==> src/rtl/traffic_light.sv <==
// Two-street traffic light controller: a six-state Moore FSM sequenced purely by
// per-state dwell counts, with both streets held red during reset and any illegal state.
module traffic_light #(
    parameter int unsigned GREEN_CYCLES  = 8,
    parameter int unsigned YELLOW_CYCLES = 3,
    parameter int unsigned ALLRED_CYCLES = 1
) (
    input  logic       clk,
    input  logic       rst_n,
    output logic [2:0] street_a,
    output logic [2:0] street_b
);

    typedef enum logic [2:0] {
        AR_A  = 3'd0,
        A_GRN = 3'd1,
        A_YEL = 3'd2,
        AR_B  = 3'd3,
        B_GRN = 3'd4,
        B_YEL = 3'd5
    } state_e;

    localparam logic [7:0] GREEN_LAST  = 8'(GREEN_CYCLES - 1);
    localparam logic [7:0] YELLOW_LAST = 8'(YELLOW_CYCLES - 1);
    localparam logic [7:0] ALLRED_LAST = 8'(ALLRED_CYCLES - 1);

    localparam logic [2:0] LAMP_RED    = 3'b100;
    localparam logic [2:0] LAMP_YELLOW = 3'b010;
    localparam logic [2:0] LAMP_GREEN  = 3'b001;

    state_e     state_q, state_d;
    logic [7:0] cnt_q, cnt_d;
    logic [7:0] last_cnt;

    always_ff @(posedge clk or negedge rst_n) begin
        if (!rst_n) begin
            state_q <= AR_A;
            cnt_q   <= 8'd0;
        end else begin
            state_q <= state_d;
            cnt_q   <= cnt_d;
        end
    end

    // Last counter value of the current state; the state ends on the edge that sees it.
    always_comb begin
        last_cnt = ALLRED_LAST;
        case (state_q)
            A_GRN, B_GRN: last_cnt = GREEN_LAST;
            A_YEL, B_YEL: last_cnt = YELLOW_LAST;
            default:      last_cnt = ALLRED_LAST;
        endcase
    end

    always_comb begin
        state_d = state_q;
        cnt_d   = cnt_q + 8'd1;
        case (state_q)
            AR_A:  if (cnt_q >= last_cnt) begin state_d = A_GRN; cnt_d = 8'd0; end
            A_GRN: if (cnt_q >= last_cnt) begin state_d = A_YEL; cnt_d = 8'd0; end
            A_YEL: if (cnt_q >= last_cnt) begin state_d = AR_B;  cnt_d = 8'd0; end
            AR_B:  if (cnt_q >= last_cnt) begin state_d = B_GRN; cnt_d = 8'd0; end
            B_GRN: if (cnt_q >= last_cnt) begin state_d = B_YEL; cnt_d = 8'd0; end
            B_YEL: if (cnt_q >= last_cnt) begin state_d = AR_A;  cnt_d = 8'd0; end
            default: begin
                state_d = AR_A;
                cnt_d   = 8'd0;
            end
        endcase
    end

    // Lamps depend on the state register alone, so illegal encodings fall back to all-red.
    always_comb begin
        street_a = LAMP_RED;
        street_b = LAMP_RED;
        case (state_q)
            A_GRN:   street_a = LAMP_GREEN;
            A_YEL:   street_a = LAMP_YELLOW;
            B_GRN:   street_b = LAMP_GREEN;
            B_YEL:   street_b = LAMP_YELLOW;
            default: begin
                street_a = LAMP_RED;
                street_b = LAMP_RED;
            end
        endcase
    end

endmodule

==> config.mk <==
export PLATFORM = sky130hd
export DESIGN_NAME = traffic_light
export DESIGN_NICKNAME = d
export VERILOG_FILES = /design/src/rtl/traffic_light.sv
export SDC_FILE = /design/constraint.sdc
export NUM_CORES = 1
export LEC_CHECK = 0
export CAP_MARGIN = 40
export CORE_UTILIZATION = 40
export DETAILED_ROUTE_END_ITERATION = 10
export GPL_TIMING_DRIVEN = 0
export SLEW_MARGIN = 20
export SYNTH_ARGS = -nofsm -noshare
export SYNTH_HDL_FRONTEND = slang
export SYNTH_SLANG_ARGS = --single-unit
==> constraint.sdc <==
create_clock -name clk -period 2.2 [get_ports clk]
set_clock_uncertainty 0.15 [all_clocks]
set_input_delay 0.33 -clock clk [delete_from_list [all_inputs] [get_ports clk]]
set_output_delay 0.33 -clock clk [all_outputs]
set_load 0.02 [all_outputs]
* Word-level counts from Yosys, hierarchy flattened
Index checks and enable logic that the tools add are counted.
** Cells by class
- $lt $le $gt $ge :: 1
- Eq/ne operators :: 11
- Multiplexer cells :: 12
- Add/subtract/negate cells :: 1
- Reductions and logical operators :: 5
** Operators by type and width (count)
- 2-to-1 mux 3 bit :: 6
- case mux 3 bit (2 select lines) :: 3
- case mux 3 bit (6 select lines) :: 1
- 2-to-1 mux 8 bit :: 2
- inequality test 2 bit, second input constant :: 6
- adder 8 x 1 -> 8 bit, second input constant :: 1
- >= comparator 8 bit :: 1
- equality test 3 x 2 -> 1 bit, second input constant :: 2
- equality test 3 bit, second input constant :: 2
- AND reduction 6 bit :: 1
- OR reduction 6 bit :: 1
- OR reduction 2 bit :: 2
- equality test 3 x 1 -> 1 bit, second input constant :: 1
- logical NOT 3 bit :: 1
** Storage, ports and cells
- Logic and storage cells :: 32
- Register bits :: 11
- Input bits :: 2

* Logic depth before layout (Yosys ltp)
- Depth in word-level cells :: 6
- Gate-level depth with buffers :: 9
- Gate-level depth less buffers :: 9

* Least setup slack after synthesis
No wires, ideal clock.
- Path type :: reg2reg
- Start point :: register state_q[1]
- End point :: register state_q[1]
- Stages on the path, launching flop included :: 10
- Buffers on the path :: 1
- Required time :: 1.972 ns
- Library setup time :: 0.078 ns
- Arrival time :: 2.061 ns
- Slack :: -0.088 ns
- Cell sequence :: dfrtp_1 > clkbuf_1 > nand2_1 > a21o_1 > and2_1 > ha_1 > o21ai_0 > o211a_1 > or3_1 > a21oi_1
** Between the ends
- Word-level cells in the longest chain between the ends :: 6
- Elaborated cells on any way between the ends :: 18
** Ends and longest elaborated chain
- start: declaration :: RTL line 31 : state_e state_q, state_d;
- start signal: assignment :: RTL line 40 : state_q <= state_d;
- equality test 3 bit, or another cell as far along :: RTL line 48, 58
- OR reduction 2 bit :: RTL line 48 : case (state_q)
- case mux 3 bit (2 select lines) :: RTL line 48
- >= comparator 8 bit
- inequality test 2 bit (no line)
- AND reduction 6 bit (no line)
Several ways; a longest one is shown, not always the timed one.
A chain may end at the register's enable or synchronous reset.

* Worst setup path in the final report
Ends and elaborated chain as after synthesis.

==> metrics.txt <==
status finished clean; Synth Warn # 0; layout cell share with drive strength beyond 1 0.329; most frequent cells in the layout nor2_1 (10), dfrtp_1 (8), clkdlybuf4s50_1 (7); Worst-path clk slew 70 ps; Worst-Skew Late Latency 260 ps; FILL cells 96; remaining antenna violation count after routing 0; clock sinks 11; I/O pin count 8; FF-to-FF path depth 8; fin crit share 0.980; Seq cells post-synth 11; Total Wirelength 968 um; post-synth cell types 23; Hold WC Path Type input pin to async pin; die area 1520 um2; Gate Count Post-Synth 56; # rows 12; DR vias 437; met2 WL 452 um; Required @ worst endpoint 2240 ps; CTS root buf clkbuf_4; DR iter-0 viols 3; fin nets 80; top routing layer used met4; total track usage 0.185; Max clock buf depth 2; Initial Utilization 0.460; sw power 360 uW; clock power share 0.137; initial antenna violation count 0; prevailing post-synth register cell dfrtp_1; number of CTS-inserted buffers 3; Max Cap Viol 0; Crit path arrival time 2200 ps; per-cell routed wire length 11.1 um; sw frac 0.371; met3 wire length 25 um; DR DRC count 0; final cell utilization of the core 0.645; startpoint class of the critical path flip-flop; # diodes 0; largest net degree at the start of global routing 12; maximum fanout along the worst path 5; Chip Width 38.9 um; asr flop ratio synth 1.00; worst r2r src state_q[1]$_DFFE_PN0P_; die height 38.9 um; routability-driven placement congestion ratio 0.711; power density cells 1270 nW/um2; vias in the first global route 440; Final Hold Viols 0; reg2reg end state_q[1]$_DFFE_PN0P_; H-tree levels 1; Final Max Slew Viols 0; CTS tree yes; DR vias/cell 5.02; Final HPWL DP 698 um; Port Buffers 7; Post-synth EDFFs 0; synthesized cell area 546 um2; commonest non-fill, non-tap cell in the layout nor2_1; Comb power frac 0.584; critical path type flip-flop to flip-flop; Seq pwr share 0.279; sequential-to-total area share from yosys stat 0.505; Tmin final 2160 ps; router iterations before antenna repair 3; Syn Area/Cell 9.74 um2; Setup-failing EPs final 0; worst vdd ir 0.000614 V; Core ar. 1190 um2; final setup margin 44.1 ps; CP Capture Type flip-flop; P&R area growth vs syn 40.1%; WHS 236 ps; FF-to-FF setup slack 40 ps; maximum clock rate 0.464 GHz; met1 wire length 462 um; Power Internal 610 uW; GRT Residual Overflow 0; Lkg Pwr 0.000347 uW; RSZ-0062 raised after global routing true; worst slack at placement -163 ps; first-pass GRT wire length 1810 um
Yosys cell counts, drive strengths merged, types with 2 or more instances:
cell type	n	area, um2
clkbuf	2	7.51
nor2	10	37.5
a21oi	2	10.0
nand2	4	15.0
inv	3	11.3
nand2b	3	18.8
dfrtp	11	275
ha	4	50.1
o21ai	2	10.0
nand3	2	10.0
flip-flops by register name (all words and copies together), names as in the netlist:
name	count
state_q	3
cnt_q	8
critical path, cell delays in order, from the launching register on:
cell and delay [ps]:
dfrtp_2 430, nand2b_4 140, a21o_4 210, and2_4 140
ha_4 250, o21ai_2 60, o211a_1 250, or3_4 340
a21oi_2 120
stage by stage:
stage          cell area (um2)  power (uW)  cells  TNS, ps
3_5_place_dp               691         757     80     -233
4_1_cts                    737         930     86        0
5_1_grt                    764        1060     87    -35.7
6_report                   764         970     87        0
2_1_floorplan              603         619     59    -31.9
3_3_place_gp               691         753     80     -184
final cells by class:
cell class / count / area (um2) / area share
Multi-Input combinational cell: 43 / 317 / 0.414
Sequential cell: 11 / 279 / 0.365
Timing Repair Buffer: 12 / 111 / 0.146
Clock buffer: 4 / 26.3 / 0.0344
Tap cell: 14 / 17.5 / 0.0229
Inverter: 3 / 13.8 / 0.0180
cell families (layout without fill, tap and decap cells):
group,count (synthesis),after routing,synth area share
xor+xnor,2,2,0.0321
fa+ha+maj,4,4,0.0917
compound gates,9,9,0.108
simple gates,24,24,0.223
buf+inv,5,19,0.0344
flops,11,11,0.505
other cells,1,4,0.00687
repair_timing:
| item | CTS | global route |
|---|---|---|
| hold buffers | 0 | 0 |
| setup endpoints to repair | 9 | 6 |
| gates resized for setup | 4 | 5 |
| pin swaps | 3 | 1 |
| setup buffers | 4 | 1 |
| hold endpoints to repair | 0 | 0 |
| cloned | 0 | 0 |
routing by layer:
layer / vias to the layer above / global-route usage
met5: - / 0
met4: 0 / 0.129
met3: 5 / 0.0347
met2: 9 / 0.296
met1: 203 / 0.221
li1: 220 / -
worst max path at each step:
stage,slack [ps],to,cells after the start,from
floorplan,-30,state_q[1]$_DFFE_PN0P_,9,state_q[1]$_DFFE_PN0P_
global placement,-150,state_q[1]$_DFFE_PN0P_,9,state_q[2]$_DFFE_PN0P_
detailed placement,-160,state_q[1]$_DFFE_PN0P_,9,state_q[2]$_DFFE_PN0P_
CTS,5,state_q[1]$_DFFE_PN0P_,9,state_q[0]$_DFFE_PN0P_
global route,-30,state_q[1]$_DFFE_PN0P_,8,state_q[1]$_DFFE_PN0P_
finish,40,state_q[1]$_DFFE_PN0P_,8,state_q[1]$_DFFE_PN0P_
power groups by stage:
stage	Clock, uW	Sequential (uW)	Combinational [uW]
2_1_floorplan	0	260	358
3_3_place_gp	0	264	489
3_5_place_dp	0	265	493
4_1_cts	137	265	528
5_1_grt	150	275	634
6_report	133	271	566
Power figures use the tool's default switching activity.
